## src/rtl/actuator_sequencer_if.sv

```systemverilog
`default_nettype none
// +----------------------------------------------------------------------+
// | Module      : actuator_sequencer_if                                  |
// | Description : Request/acknowledge inputs and actuator drive outputs  |
// |               of the cabin actuator sequencer.                       |
// | Revision    : 1.0 - initial release                                  |
// +----------------------------------------------------------------------+
interface actuator_sequencer_if;
  logic       alarm_req_i;
  logic       elect_req_i;
  logic       ack_i;
  logic       buzzer_o;
  logic       window_open_o;
  logic       window_close_o;
  logic       fan_o;
  logic       escalate_o;
  logic [2:0] state_o;

  // Alarm FSM / user side: drives requests, observes actuators
  modport master (
    output alarm_req_i, elect_req_i, ack_i,
    input  buzzer_o, window_open_o, window_close_o, fan_o, escalate_o, state_o
  );

  // Sequencer side
  modport slave (
    input  alarm_req_i, elect_req_i, ack_i,
    output buzzer_o, window_open_o, window_close_o, fan_o, escalate_o, state_o
  );
endinterface
`default_nettype wire

```

## src/rtl/actuator_sequencer.sv

```systemverilog
`default_nettype none
// +----------------------------------------------------------------------+
// | Module      : actuator_sequencer                                     |
// | Description : Buzzer cadence, alarm escalation, window motor stroke  |
// |               timing and fan control driven by the alarm FSM.        |
// | Revision    : 1.0 - initial release                                  |
// +----------------------------------------------------------------------+
module actuator_sequencer #(
  parameter int TICK_DIV        = 50000,
  parameter int BEEP_ON_TICKS   = 4,
  parameter int BEEP_OFF_TICKS  = 4,
  parameter int WIN_MOTOR_TICKS = 20,
  parameter int ESC_TICKS       = 60,
  parameter int CNT_W           = 16
) (
  input  logic                 clk_i,
  input  logic                 rst_i,
  actuator_sequencer_if.slave  bus
);

  localparam logic [2:0] c_IDLE  = 3'd0;
  localparam logic [2:0] c_ALERT = 3'd1;
  localparam logic [2:0] c_OPEN  = 3'd2;
  localparam logic [2:0] c_VENT  = 3'd3;
  localparam logic [2:0] c_CLOSE = 3'd4;

  localparam logic [CNT_W-1:0] c_ONE        = CNT_W'(1);
  localparam logic [CNT_W-1:0] c_TICK_LAST  = CNT_W'(TICK_DIV - 1);
  localparam logic [CNT_W-1:0] c_BEEP_ON    = CNT_W'(BEEP_ON_TICKS);
  localparam logic [CNT_W-1:0] c_BEEP_OFF   = CNT_W'(BEEP_OFF_TICKS);
  localparam logic [CNT_W-1:0] c_MOTOR_LAST = CNT_W'(WIN_MOTOR_TICKS - 1);
  localparam logic [CNT_W-1:0] c_ESC        = CNT_W'(ESC_TICKS);
  localparam logic [CNT_W-1:0] c_CNT_MAX    = {CNT_W{1'b1}};

  logic [2:0]       r_state, w_state_nxt;
  logic [CNT_W-1:0] r_presc, w_presc_nxt;
  logic [CNT_W-1:0] r_cad_cnt, w_cad_cnt_nxt;
  logic             r_cad_off, w_cad_off_nxt;
  logic [CNT_W-1:0] r_motor_cnt, w_motor_cnt_nxt;
  logic [CNT_W-1:0] r_esc_cnt, w_esc_cnt_nxt;
  logic             r_escalate, w_escalate_nxt;
  logic             r_mute, w_mute_nxt;
  logic             r_buzzer, w_buzzer_nxt;
  logic             r_win_open, w_win_open_nxt;
  logic             r_win_close, w_win_close_nxt;
  logic             r_fan, w_fan_nxt;

  logic w_tick;
  logic w_motor_done;
  logic w_act_cur;
  logic w_act_nxt;
  logic w_to_idle;
  logic w_ack_act;
  logic [CNT_W-1:0] w_phase_len;

  assign w_tick       = (r_presc == c_TICK_LAST);
  // Stroke ends on the tick that completes the last motor tick
  assign w_motor_done = w_tick && (r_motor_cnt >= c_MOTOR_LAST);
  assign w_act_cur    = (r_state == c_ALERT) || (r_state == c_OPEN) || (r_state == c_VENT);
  assign w_act_nxt    = (w_state_nxt == c_ALERT) || (w_state_nxt == c_OPEN) ||
                        (w_state_nxt == c_VENT);
  assign w_to_idle    = (w_state_nxt == c_IDLE);
  assign w_ack_act    = bus.ack_i && w_act_cur;
  assign w_phase_len  = r_cad_off ? c_BEEP_OFF : c_BEEP_ON;

  // State register
  always_ff @(posedge clk_i or posedge rst_i) begin
    if (rst_i) begin
      r_state <= c_IDLE;
    end else begin
      r_state <= w_state_nxt;
    end
  end

  // Next-state decode; a dropped alarm request overrides every other condition
  always_comb begin
    w_state_nxt = r_state;
    case (r_state)
      c_IDLE:  if (bus.alarm_req_i) w_state_nxt = c_ALERT;
      c_ALERT: begin
        if (!bus.alarm_req_i)     w_state_nxt = c_IDLE;
        else if (bus.elect_req_i) w_state_nxt = c_OPEN;
      end
      c_OPEN: begin
        if (!bus.alarm_req_i) w_state_nxt = c_CLOSE;
        else if (w_motor_done) w_state_nxt = c_VENT;
      end
      c_VENT:  if (!bus.alarm_req_i) w_state_nxt = c_CLOSE;
      c_CLOSE: if (w_motor_done) w_state_nxt = c_IDLE;
      default: w_state_nxt = c_IDLE;
    endcase
  end

  // Next values of the prescaler, cadence, motor and escalation bookkeeping
  always_comb begin
    // Prescaler restarts on every state change so strokes are cycle-exact
    if (w_state_nxt != r_state || w_tick) w_presc_nxt = '0;
    else                                  w_presc_nxt = r_presc + c_ONE;

    // Cadence runs only while staying within the alerting states
    w_cad_cnt_nxt = r_cad_cnt;
    w_cad_off_nxt = r_cad_off;
    if (!(w_act_cur && w_act_nxt)) begin
      w_cad_cnt_nxt = '0;
      w_cad_off_nxt = 1'b0;
    end else if (w_tick) begin
      if (r_cad_cnt + c_ONE >= w_phase_len) begin
        w_cad_cnt_nxt = '0;
        w_cad_off_nxt = ~r_cad_off;
      end else begin
        w_cad_cnt_nxt = r_cad_cnt + c_ONE;
      end
    end

    // Motor counter measures the current stroke only
    w_motor_cnt_nxt = r_motor_cnt;
    if (w_state_nxt != r_state) begin
      w_motor_cnt_nxt = '0;
    end else if ((r_state == c_OPEN || r_state == c_CLOSE) && w_tick &&
                 r_motor_cnt != c_CNT_MAX) begin
      w_motor_cnt_nxt = r_motor_cnt + c_ONE;
    end

    // Acknowledge beats a simultaneous escalation threshold
    w_esc_cnt_nxt  = r_esc_cnt;
    w_escalate_nxt = r_escalate;
    w_mute_nxt     = r_mute;
    if (w_to_idle) begin
      w_esc_cnt_nxt  = '0;
      w_escalate_nxt = 1'b0;
      w_mute_nxt     = 1'b0;
    end else if (w_ack_act) begin
      w_esc_cnt_nxt  = '0;
      w_escalate_nxt = 1'b0;
      w_mute_nxt     = 1'b1;
    end else if (w_act_cur && !r_mute) begin
      if (w_tick && r_esc_cnt < c_ESC) w_esc_cnt_nxt = r_esc_cnt + c_ONE;
      if (w_esc_cnt_nxt >= c_ESC)      w_escalate_nxt = 1'b1;
    end
  end

  // Actuator drives follow the state being entered so they change with state_o
  always_comb begin
    w_win_open_nxt  = (w_state_nxt == c_OPEN);
    w_win_close_nxt = (w_state_nxt == c_CLOSE);
    w_fan_nxt       = (w_state_nxt == c_OPEN) || (w_state_nxt == c_VENT);
    w_buzzer_nxt    = w_act_nxt && !w_mute_nxt && (w_escalate_nxt || !w_cad_off_nxt);
  end

  // Datapath and output registers; reset stops the motor immediately
  always_ff @(posedge clk_i or posedge rst_i) begin
    if (rst_i) begin
      r_presc     <= '0;
      r_cad_cnt   <= '0;
      r_cad_off   <= 1'b0;
      r_motor_cnt <= '0;
      r_esc_cnt   <= '0;
      r_escalate  <= 1'b0;
      r_mute      <= 1'b0;
      r_buzzer    <= 1'b0;
      r_win_open  <= 1'b0;
      r_win_close <= 1'b0;
      r_fan       <= 1'b0;
    end else begin
      r_presc     <= w_presc_nxt;
      r_cad_cnt   <= w_cad_cnt_nxt;
      r_cad_off   <= w_cad_off_nxt;
      r_motor_cnt <= w_motor_cnt_nxt;
      r_esc_cnt   <= w_esc_cnt_nxt;
      r_escalate  <= w_escalate_nxt;
      r_mute      <= w_mute_nxt;
      r_buzzer    <= w_buzzer_nxt;
      r_win_open  <= w_win_open_nxt;
      r_win_close <= w_win_close_nxt;
      r_fan       <= w_fan_nxt;
    end
  end

  assign bus.buzzer_o       = r_buzzer;
  assign bus.window_open_o  = r_win_open;
  assign bus.window_close_o = r_win_close;
  assign bus.fan_o          = r_fan;
  assign bus.escalate_o     = r_escalate;
  assign bus.state_o        = r_state;

endmodule
`default_nettype wire

```

## src/flat_wrapper.sv

```systemverilog
// flat-port wrapper written by rule: the top's interface ports become plain ports
module actuator_sequencer_flat 
#(
  parameter int TICK_DIV        = 50000,
  parameter int BEEP_ON_TICKS   = 4,
  parameter int BEEP_OFF_TICKS  = 4,
  parameter int WIN_MOTOR_TICKS = 20,
  parameter int ESC_TICKS       = 60,
  parameter int CNT_W           = 16
)
  (clk_i, rst_i, bus_alarm_req_i, bus_elect_req_i, bus_ack_i, bus_buzzer_o, bus_window_open_o, bus_window_close_o, bus_fan_o, bus_escalate_o, bus_state_o);
  actuator_sequencer_if bus_i ();
  input  logic clk_i;
  input  logic rst_i;
  input wire logic [$bits(bus_i.alarm_req_i)-1:0] bus_alarm_req_i;
  input wire logic [$bits(bus_i.elect_req_i)-1:0] bus_elect_req_i;
  input wire logic [$bits(bus_i.ack_i)-1:0] bus_ack_i;
  output wire logic [$bits(bus_i.buzzer_o)-1:0] bus_buzzer_o;
  output wire logic [$bits(bus_i.window_open_o)-1:0] bus_window_open_o;
  output wire logic [$bits(bus_i.window_close_o)-1:0] bus_window_close_o;
  output wire logic [$bits(bus_i.fan_o)-1:0] bus_fan_o;
  output wire logic [$bits(bus_i.escalate_o)-1:0] bus_escalate_o;
  output wire logic [$bits(bus_i.state_o)-1:0] bus_state_o;
  assign bus_i.alarm_req_i = bus_alarm_req_i;
  assign bus_i.elect_req_i = bus_elect_req_i;
  assign bus_i.ack_i = bus_ack_i;
  assign bus_buzzer_o = bus_i.buzzer_o;
  assign bus_window_open_o = bus_i.window_open_o;
  assign bus_window_close_o = bus_i.window_close_o;
  assign bus_fan_o = bus_i.fan_o;
  assign bus_escalate_o = bus_i.escalate_o;
  assign bus_state_o = bus_i.state_o;
  actuator_sequencer #(.TICK_DIV(TICK_DIV), .BEEP_ON_TICKS(BEEP_ON_TICKS), .BEEP_OFF_TICKS(BEEP_OFF_TICKS), .WIN_MOTOR_TICKS(WIN_MOTOR_TICKS), .ESC_TICKS(ESC_TICKS), .CNT_W(CNT_W)) u_core (.clk_i(clk_i), .rst_i(rst_i), .bus(bus_i));
endmodule
```

## config.mk

```make
export PLATFORM = sky130hd
export DESIGN_NAME = actuator_sequencer_flat
export DESIGN_NICKNAME = d
export VERILOG_FILES = /design/src/rtl/actuator_sequencer_if.sv /design/src/rtl/actuator_sequencer.sv /design/src/flat_wrapper.sv
export SDC_FILE = /design/constraint.sdc
export NUM_CORES = 1
export LEC_CHECK = 0
export BUFFER_PORTS_ARGS = -buffer_cell sky130_fd_sc_hd__buf_2
export CORE_MARGIN = 4
export CORE_UTILIZATION = 50
export DETAILED_ROUTE_END_ITERATION = 8
export PLACE_DENSITY = 0.71
export SLEW_MARGIN = 20
export SYNTH_ARGS = -nofsm -noshare
export SYNTH_HDL_FRONTEND = slang
export SYNTH_SLANG_ARGS = --single-unit
```

## constraint.sdc

```tcl
create_clock -name clk_i -period 3.3 [get_ports clk_i]
set_input_delay 0.165 -clock clk_i [delete_from_list [all_inputs] [get_ports clk_i]]
set_output_delay 0.165 -clock clk_i [all_outputs]
set_load 0.01 [all_outputs]
```

# Word level (Yosys, flattened, before mapping)
# Index checks and enable logic that the tools add are counted.
# Widths: inputs -> output; s select.
# totals
register_bits,74
input_bits,5
out_inout_bits,8
wordCells,87
# op_classes
addsub,4
order_cmp,4
eq_ne,12
n_mux,30
n_bitwise,1
n_reduce_logical,24
# ops
op,count
$mux 16,13
$add 16x1->16 const B,4
$mux 3,7
$eq 16x16->1 const B,1
$ge 16x3->1 const B,1
$ge 16x5->1 const B,1
$ge 16x6->1 const B,1
$lt 16x6->1 const B,1
$ne 16x16->1 const B,1
$pmux 3 s5,1
$eq 3x2->1 const B,4
$logic_and 1x1->1,9
$mux 1,9
$logic_or 1x1->1,8
$eq 3x1->1 const B,2
$eq 3x3->1 const B,2
$logic_not 3->1,2
$logic_not 1->1,3
$ne 3x3->1,1
$reduce_bool 3->1,1
$ne 2x1->1 const B,1
$reduce_bool 2->1,1
$not 1->1,1

# Logic depth before layout (Yosys ltp)
# depth
word_depth,14
mapped_depth,11
depth_no_buf,8

# Worst setup path after synthesis
# Ideal clock, no wire load.
# synth_path
kind,register to register
start,register u_core.r_presc[0]
end,register u_core.r_motor_cnt[11]
setup_ps,121
arrival_time_ps,2175
required_ps,3179
slack_ps,1004
stages_incl_launch_ff,11
n_path_buf,2
period_less_slack_ps,2296
path_cell_list,dfrtp_1 ha_1 and3_1 buf_2 nand4_1 or3_1 buf_6 or4_4 nor2_4 xnor2_1 nor2_2
# synth_via
elab_chain_cells,7
word_cells_on_any_way,11
cone_classes,eq/ne (2); mux (5); reduce/logical (4)
# synth_rtl
item,line_no,source
from (decl),actuator_sequencer.sv:36,"logic [CNT_W-1:0] r_presc, w_presc_nxt;"
from (signal assigned),actuator_sequencer.sv:165,r_presc <= w_presc_nxt;
$eq 16x16->1 (*),actuator_sequencer.sv:56,assign w_tick = (r_presc == c_TICK_LAST);
$logic_and 1x1->1,actuator_sequencer.sv:58,assign w_motor_done = w_tick && (r_motor_cnt >= c_MOTOR_LAST);
$mux 3,actuator_sequencer.sv:86,else if (w_motor_done) w_state_nxt = c_VENT;
$mux 3,actuator_sequencer.sv:85,if (!bus.alarm_req_i) w_state_nxt = c_CLOSE;
$pmux 3 s5,actuator_sequencer.sv:78,case (r_state)
$ne 3x3->1,actuator_sequencer.sv:117,if (w_state_nxt != r_state) begin
$mux 16 / $reduce_bool 2->1 (equally long branches),-,
to (signal assigned),actuator_sequencer.sv:168,r_motor_cnt <= w_motor_cnt_nxt;
to (decl),actuator_sequencer.sv:39,"logic [CNT_W-1:0] r_motor_cnt, w_motor_cnt_nxt;"
# Mark *: on every way between the ends. The rest lies on a longest branch, timed or not.
# A chain may end at the register's enable or synchronous reset.

# Worst setup path after layout
# layout_path
start,register u_core.r_presc[0]
end,register u_core.r_motor_cnt[7]
# The elaborated chain is that of the path after synthesis.

==> metrics.md <==
| Metric | Value |
|---|---|
| Detail Route met2 WL | 3220 um |
| Post-synth top area share | between 50% and 60% |
| Post-CTS Setup Inserts | 0 |
| Filler cells | roughly 660 |
| First drt pass iteration count | 4 |
| Cell taking the most area after synthesis | dfrtp_1 |
| Crit-path max cell delay | 0.58 ns |
| Hold Violations, Final | 0 |
| Die area | between 8000 and 9000 um2 |
| Placed wire-length estimate | 4670 um |
| Final Core Density | 56.8% |
| Post-Syn Area | around 3700 um2 |
| Antenna Nets Post-Route | 0 |
| N_diodes | 0 |
| #FFs+latches synth | 74 |
| P per Cell Area | between 400 and 500 nW/um2 |
| Bufs on Longest Clock Path | 2 |
| Maxcap violations | 0 |
| Grt total ovfl | 0 |
| Dpl cell area | around 3900 um2 |
| Starting density of the core | approximately half |
| Final Skew | ~0.0093 ns |
| Ys async rst share | 100% |
| Die Ht | about 94 um |
| Min-Delay Path Class | in2reg |
| Routed WL per cell | approximately 14 um |
| # rows | 31 |
| GP Congestion | 0.819 |
| GR Util All Layers | between 15 and 20% |
| Clock-pin slew on the worst setup and hold paths | approximately 0.07 ns |
| Worst Hold Slack | approximately 0.09 ns |
| Net count after synthesis | about 380 |
| Crit path arrival time | roughly 2.7 ns |
| Vias in the first global route | roughly 2,600 |
| Max-slew violations | 0 |
| CTS sink cnt | 74 |
| Crit-path cells | ha_1 > and3_1 > nand4_1 > or3_1 > or4_4 > nor2_2 > xnor2_1 > nor2_1 |
| Cells after synthesis | 372 |
| Residual DRC | 0 |
| Post-Route Setup TNS | 0 ns |
| Top FF cell, synth | dfrtp_1 |
| Largest net degree at the start of global routing | a little over 40 |
| Worst-Margin Slew | between 0.8 and 0.9 ns |
| Root buf cell | clkbuf_8 |
| Layout Area Growth over Synthesis | 10.9% |
| Port Buf Inserts | 12 |
| Seq/Total Area, Yosys | approximately half |
| Slew headroom | between 40% and 50% |
| Vias/cell | around 5.6 |
| Final wirelength | approximately 7000 um |
| Lkg Pwr | around 0.0018 uW |
| Crit path kind | reg2reg |
| # IOs | 13 |
| Finish-stage setup viols | 0 |
| First-pass GRT wire length | approximately 12,000 um |
| H-Tree Depth | 3 |
| Vias | roughly 2,700 |
| Final Cycle Share | approximately 75% |
| CP max stage cell | or4_4 |
| Critical Path RT | around 3.5 ns |
| VDD IR max | between 0.3 and 0.4 mV |
| Yosys warns | 0 |
| Min cycle time layout | 2.48 ns |
| Crit Path Max Fanout | 6 |
| Startpoint types | register |
| Clock Latency Late Sink | 0.35 ns |
| Crit. End Element | register |
| Antenna violations before repair | 0 |
| Mean Syn Cell Area | about 9.9 um2 |
| Max Used Layer | met4 |
| Nets | just under 400 |
| Clock buffer count from CTS | 9 |
| Finished Layout Cells | around 500 |
| Number of synthesized flops with an enable pin | 0 |
| Maximum clock frequency | 403 MHz |
| Most instantiated library cell after synthesis | dfrtp_1 |
| CTS tree | yes |
| Fin area | 4100 um2 |
| Status | finished, final reports clean |
| Dpl cells | 470 |
| Synth area leaders | dfrtp_1, nor2_1, xor2_1 |
| M1 WL | 3470 um |
| Routed wl met3 | 172 um |
| Post-synth cell types | 56 |
| Core Box Area | a little over 7000 um2 |
| DIE WIDTH | around 94 um |
| Drt initial violations | 122 |
| Layout cells sized above 1 | 12.4% |
| Unrepaired setup endpoints after global routing | false |
| Commonest cells post-synth | dfrtp_1, nor2_1, nor3_1, and3_1, nand2_1 |
==> layout by cell type, fill, tap and decap left out, types with 12 or more instances in the layout <==
cell type and count:
dfrtp_1 74, nor2_1 44, nor3_1 20, and3_1 19, nand2_1 18, xor2_1 16
nand3_1 15, xnor2_1 15, nand4_1 14, nor2b_1 12, buf_2 12
==> power breakdown <==
group / internal, uW / switching, uW / total (uW)
logic: 65.6 / 138 / 203
clock network: 499 / 331 / 829
registers: 936 / 32.3 / 968
==> layout make-up <==
type / instances / area, um2 / share of cell area, %
timing repair buffer: 18 / 120 / 2.93
sequential: 74 / 1850 / 45.2
clock buffer: 10 / 128 / 3.12
clock inverter: 6 / 105 / 2.57
tap: 99 / 124 / 3.02
multi-input combinational: 270 / 1730 / 42.2
inverter: 10 / 37.5 / 0.916
==> metal layers <==
metal | vias to the layer above | GRT usage (%)
met3 | 11 | 2.80
met1 | 1348 | 25.3
li1 | 1345 | -
met4 | 0 | 9.03
met5 | - | 0
met2 | 34 | 26.0
==> what timing repair did <==
item / in CTS / in global routing
endpoints found under the hold margin: 6 / 0
hold buffers: 1 / 0
gates resized for setup: 0 / 0
==> cells by family (layout without fill, tap and decap cells) <==
| group | count (synthesis) | in the layout | synth area share, % |
|---|---|---|---|
| and+or+nand+nor | 186 | 186 | 28.4 |
| muxes | 2 | 2 | 0.542 |
| buffers and inverters | 28 | 44 | 3.22 |
| adders and majority gates | 5 | 5 | 1.69 |
| xor gates and xnor gates | 31 | 31 | 7.35 |
| AOI/OAI and AO/OA | 46 | 46 | 8.67 |
| DFF | 74 | 74 | 50.1 |
==> worst paths after layout <==
kind | to | slack, ns | cells past startpoint | start
max | u_core.r_motor_cnt[7] | 0.82 | 8 | u_core.r_presc[0]
min | u_core.bus.state_o[1] | 0.09 | 3 | bus_elect_req_i
max reg2reg | u_core.r_motor_cnt[7] | 0.82 | 8 | u_core.r_presc[0]
min reg2reg | u_core.r_presc[0] | 0.48 | 1 | u_core.r_presc[0]
max in group asynchronous | u_core.r_cad_cnt[1] | 2.10 | 4 | rst_i
min in group asynchronous | u_core.r_motor_cnt[4] | 0.53 | 3 | rst_i
==> flip-flops by register name, summed over array words and instances, names as in the netlist <==
| signal | count |
|---|---|
| u_core.r_cad_off | 1 |
| u_core.r_motor_cnt | 16 |
| u_core.bus.escalate_o | 1 |
| u_core.bus.fan_o | 1 |
| u_core.bus.buzzer_o | 1 |
| u_core.r_esc_cnt | 16 |
| u_core.bus.state_o | 3 |
| u_core.r_cad_cnt | 16 |
| u_core.bus.window_open_o | 1 |
| u_core.r_presc | 16 |
| u_core.bus.window_close_o | 1 |
| u_core.r_mute | 1 |
==> worst max-delay path: cells and delay by family, from the launching register on <==
kind	cells	cell delay, ns
fa+ha+maj	1	0.19
simple gates	6	1.66
xor+xnor	1	0.13
flops	1	0.38
==> stage by stage <==
| stage | worst slack, ns | power [uW] |
|---|---|---|
| final | 0.818 | 2000 |
| after global placement | 0.861 | 1190 |
| after detailed placement | 0.822 | 1190 |
| after global routing | 0.604 | 2090 |
| after CTS | 0.812 | 2020 |
| after floorplan | 1.00 | 1120 |
(Power assumes the default switching activity.)
